`src/rtl/contador_descendente_if.sv`:
```
// Handshake/data bundle for the loadable down counter: load request and
// pause in, registered count and status out.
interface contador_descendente_if #(
  parameter int WIDTH = 4
);
  logic             start;
  logic [WIDTH-1:0] carga;
  logic             pausa;
  logic [WIDTH-1:0] cont;
  logic             ocupado;
  logic             fin;

  modport master (
    output start, carga, pausa,
    input  cont, ocupado, fin
  );

  modport slave (
    input  start, carga, pausa,
    output cont, ocupado, fin
  );
endinterface

```
`src/rtl/contador_descendente.sv`:
```
// Loadable down counter with prescaled decrement ticks, pause and a one-cycle
// completion pulse; every output comes straight from a register.
module contador_descendente #(
  parameter int WIDTH    = 4,
  parameter int PRESCALE = 1
) (
  input  logic                  clock,
  input  logic                  reset,
  contador_descendente_if.slave bus
);

  localparam int PW = (PRESCALE > 1) ? $clog2(PRESCALE) : 1;
  localparam logic [PW-1:0] PRESC_LAST = PW'(PRESCALE - 1);

  typedef enum logic [1:0] {
    IDLE,
    RUN,
    DONE
  } state_t;

  state_t           state_q, state_d;
  logic [WIDTH-1:0] cont_q, cont_d;
  logic [PW-1:0]    presc_q, presc_d;
  logic             ocupado_q, ocupado_d;
  logic             fin_q, fin_d;

  always_ff @(posedge clock) begin
    if (reset) begin
      state_q   <= IDLE;
      cont_q    <= '0;
      presc_q   <= '0;
      ocupado_q <= 1'b0;
      fin_q     <= 1'b0;
    end else begin
      state_q   <= state_d;
      cont_q    <= cont_d;
      presc_q   <= presc_d;
      ocupado_q <= ocupado_d;
      fin_q     <= fin_d;
    end
  end

  // Completion is taken on the 1->0 step, so the count can never wrap.
  always_comb begin
    state_d   = state_q;
    cont_d    = cont_q;
    presc_d   = presc_q;
    ocupado_d = ocupado_q;
    fin_d     = 1'b0;
    case (state_q)
      IDLE: begin
        ocupado_d = 1'b0;
        if (bus.start) begin
          cont_d  = bus.carga;
          presc_d = '0;
          if (bus.carga != '0) begin
            state_d   = RUN;
            ocupado_d = 1'b1;
          end else begin
            state_d = DONE;
            fin_d   = 1'b1;
          end
        end
      end
      RUN: begin
        if (!bus.pausa) begin
          if (presc_q == PRESC_LAST) begin
            presc_d = '0;
            cont_d  = cont_q - WIDTH'(1);
            if (cont_q == WIDTH'(1)) begin
              state_d   = DONE;
              ocupado_d = 1'b0;
              fin_d     = 1'b1;
            end
          end else begin
            presc_d = presc_q + PW'(1);
          end
        end
      end
      DONE: begin
        state_d   = IDLE;
        ocupado_d = 1'b0;
      end
      default: begin
        state_d   = IDLE;
        ocupado_d = 1'b0;
      end
    endcase
  end

  assign bus.cont    = cont_q;
  assign bus.ocupado = ocupado_q;
  assign bus.fin     = fin_q;

endmodule

```
`src/flat_wrapper.sv`:
```
// flat-port wrapper written by rule: the top's interface ports become plain ports
module contador_descendente_flat 
#(
  parameter int WIDTH    = 4,
  parameter int PRESCALE = 1
)
  (clock, reset, bus_start, bus_carga, bus_pausa, bus_cont, bus_ocupado, bus_fin);
  contador_descendente_if #(.WIDTH(WIDTH)) bus_i ();
  input  logic clock;
  input  logic reset;
  input wire logic [$bits(bus_i.start)-1:0] bus_start;
  input wire logic [$bits(bus_i.carga)-1:0] bus_carga;
  input wire logic [$bits(bus_i.pausa)-1:0] bus_pausa;
  output wire logic [$bits(bus_i.cont)-1:0] bus_cont;
  output wire logic [$bits(bus_i.ocupado)-1:0] bus_ocupado;
  output wire logic [$bits(bus_i.fin)-1:0] bus_fin;
  assign bus_i.start = bus_start;
  assign bus_i.carga = bus_carga;
  assign bus_i.pausa = bus_pausa;
  assign bus_cont = bus_i.cont;
  assign bus_ocupado = bus_i.ocupado;
  assign bus_fin = bus_i.fin;
  contador_descendente #(.WIDTH(WIDTH), .PRESCALE(PRESCALE)) u_core (.clock(clock), .reset(reset), .bus(bus_i));
endmodule
```
`config.mk`:
```
export PLATFORM = sky130hd
export DESIGN_NAME = contador_descendente_flat
export DESIGN_NICKNAME = d
export VERILOG_FILES = /design/src/rtl/contador_descendente_if.sv /design/src/rtl/contador_descendente.sv /design/src/flat_wrapper.sv
export SDC_FILE = /design/constraint.sdc
export NUM_CORES = 1
export LEC_CHECK = 0
export BUFFER_PORTS_ARGS = -buffer_cell sky130_fd_sc_hd__buf_4
export CORE_AREA = 5 5 42 44
export CTS_CLUSTER_DIAMETER = 40
export DETAILED_ROUTE_END_ITERATION = 16
export DIE_AREA = 0 0 47 49
export PLACE_DENSITY = 0.58
export SETUP_SLACK_MARGIN = 0.1
export SYNTH_ARGS = -nofsm -noshare
export SYNTH_HDL_FRONTEND = slang
export SYNTH_SLANG_ARGS = --single-unit
```
`constraint.sdc`:
```
create_clock -name clock -period 3.5 [get_ports clock]
set_clock_uncertainty 0.2 [all_clocks]
set_input_delay 0 -clock clock [delete_from_list [all_inputs] [get_ports clock]]
set_output_delay 0 -clock clock [all_outputs]
set_load 0.01 [all_outputs]
```
==> results.cfg <==
[status]
status = finished, final reports clean

[place]
portBuffers = 13
dp_hpwl_um = 824
place_congestion = 0.801
place_area_um2 = 573
place_ws_ns = 1.94

[sta]
worst_pin_slew_ns = 0.442
timing.final.crit_period_ns = 1.98
holdWs_ns = 0.180
period_share_pct = 56.5
fmax_mhz = 505
finalHoldViolations = 0
rsz0062_at_grt = false
fin_tns_setup_ns = 0
maxSlewViolCount = 0
timing.final.ws_setup_ns = 1.52
finalSetupViolations = 0
relSlewSlack_pct = 70.3

[cells_and_area]
nNetsFinal = 86
fin_area_um2 = 676
drive_gt1_share_pct = 31.1
area_growth_pct = 45.6
diodes = 0

[power]
pwr-share-clk_pct = 26.9
intPower_uw = 184
power.total_uw = 268
seq_power_share_pct = 41.8
combPwrFrac_pct = 31.3
ir_worst_vdd_mv = 0.239
p_sw_uw = 84.4
p_per_area_nw_per_um2 = 397
p_sw_share_pct = 31.5
power_leakage_uw = 0.000270

[setup_path]
crit_arrival_ns = 1.92
path_max_fanout = 3
crit_path_end_kind = register
path_class = in -> reg
crit_required_ns = 3.44
cp-start-kind = input port

[yosys]
synth_ff_type = dfxtp_1
synth-edff-count = 0
synth_area_leader_cell = dfxtp_1
async_reset_ff_share_pct = 0
syn_inst = 52
synth_area_per_cell_um2 = 8.93
synth.cell_area_um2 = 464
synth_top_area_share_pct = 34.5
ys_types = 25
synth_nets = 62
ys_top_cells_by_area = dfxtp_1 (35%), a21oi_1 (8.6%), nand2b_1 (6.7%)
synth_seq_cells = 8
synth_common_cells = a21oi_1 (8), dfxtp_1 (8), nand2b_1 (5)
ys_warn_count = 0
ys_seq_area_share_pct = 34.5

[floorplan]
core_um2 = 1400
dieWidth_um = 47
rows = 14
dieArea_um2 = 2300
chipHeight_um = 49
io_pins = 14
start_util_pct = 33.1

[clock_network]
numCtsBuffers = 3
clkTransAtPathRegs_ns = 0.05
clockRootBuffer = clkbuf_4
h-tree-depth = 1
cts_tree = built
cts_setup_buffers = 0
clk_latency_ns = 0.26
cts-resized-gates = 0
clk_path_buf_depth = 2
cts.sinks = 8

[global_routing]
grt_overflow = 0
grt_usage_pct = 12.4
antenna_found_initial = 0
grt_pass1_vias = 476
grt_max_degree = 10
grt_pass1_wl_um = 2080

[detailed_routing]
post-route-drc-count = 0
vias = 471
wirelength_um = 1170
drtPass1Iterations = 4
initialDrtViolationCount = 22
via_per_inst = 5.23
wl_per_cell_um = 12.9
ant_nets = 0

[min_path]
hp-class = in -> reg

[run]
drv_cap = 0
[metrics by stage]
stage,std cells,utilization (%)
final,90,48.2
after global routing,90,48.2
after CTS,90,48.2
after detailed placement,79,40.9
after global placement,79,40.9
after floorplan,52,-
[layout by cell type, fill, tap and decap left out]
| cell | instances |
|---|---|
| dlygate4sd3_1 | 8 |
| nand2b_2 | 1 |
| a21o_1 | 1 |
| o211ai_1 | 1 |
| a21oi_2 | 1 |
| nor4_1 | 1 |
| a21oi_1 | 8 |
| a2111oi_2 | 2 |
| ha_1 | 2 |
| nor4b_4 | 1 |
| nand2_2 | 1 |
| nand2_1 | 4 |
| or3_1 | 1 |
| buf_4 | 13 |
| inv_1 | 2 |
| dfxtp_1 | 8 |
| nand2b_1 | 5 |
| nor3_1 | 2 |
| clkbuf_4 | 3 |
| nor3b_1 | 1 |
| o32ai_2 | 1 |
| nor2_1 | 2 |
| o21ai_0 | 2 |
| a211oi_1 | 1 |
| and2_1 | 1 |
| nor2b_1 | 1 |
[per-layer routing]
layer	wire length [um]	global-route usage, %	vias to the layer above
met5	0	0	-
met4	63	10.6	0
met3	63	3.32	8
met2	566	17.0	19
met1	473	15.0	212
li1	-	-	232
[critical path, cell delays in order]
cell	delay [ns]
dlygate4sd3_1	0.54
buf_4	0.14
nor4_1	0.36
nor3_1	0.15
nand2_1	0.11
a21oi_1	0.06
dlygate4sd3_1	0.55
[power by group through the flow]
stage,logic (uW),registers (uW),clock network (uW)
after global placement,76.2,113,0
final,83.8,112,72.2
after global routing,93.7,114,76.9
after CTS,83.7,112,73.2
after floorplan,46.2,115,0
after detailed placement,74.7,114,0
[worst paths after layout]
path         slack, ns                  to               from  cells past startpoint
max reg2reg       1.60  u_core.bus.cont[1]  u_core.state_q[0]                      5
min reg2reg       0.37      u_core.bus.fin  u_core.state_q[0]                      2
max               1.52  u_core.bus.ocupado       bus_carga[0]                      7
min               0.18      u_core.bus.fin       bus_carga[1]                      4
[logic make-up after synthesis]
logic type,count (synthesis),share of synthesized area [%]
DFF,8,34.5
and+or+nand+nor,21,29.1
buffers and inverters,4,3.50
adders and majority gates,2,5.39
AOI/OAI and AO/OA,17,27.5
[sequential cells by signal, indices dropped and copies added, names as in the netlist]
register,cells
u_core.bus.fin,1
u_core.bus.cont,4
u_core.state_q,2
u_core.bus.ocupado,1
[what timing repair did]
item,CTS,global route
hold endpoints to repair,8,0
hold buffers,8,0
setup endpoints to repair,0,0
[area by class of cell]
type                            count  area, um^2
Fill cell                         136         726
Multi-Input combinational cell     40         288
Timing Repair Buffer               21         178
Sequential cell                     8         160
Clock buffer                        3        22.5
Tap cell                           16        20.0
Inverter                            2        7.51
Note: power is estimated with default switching activity, not from simulation.
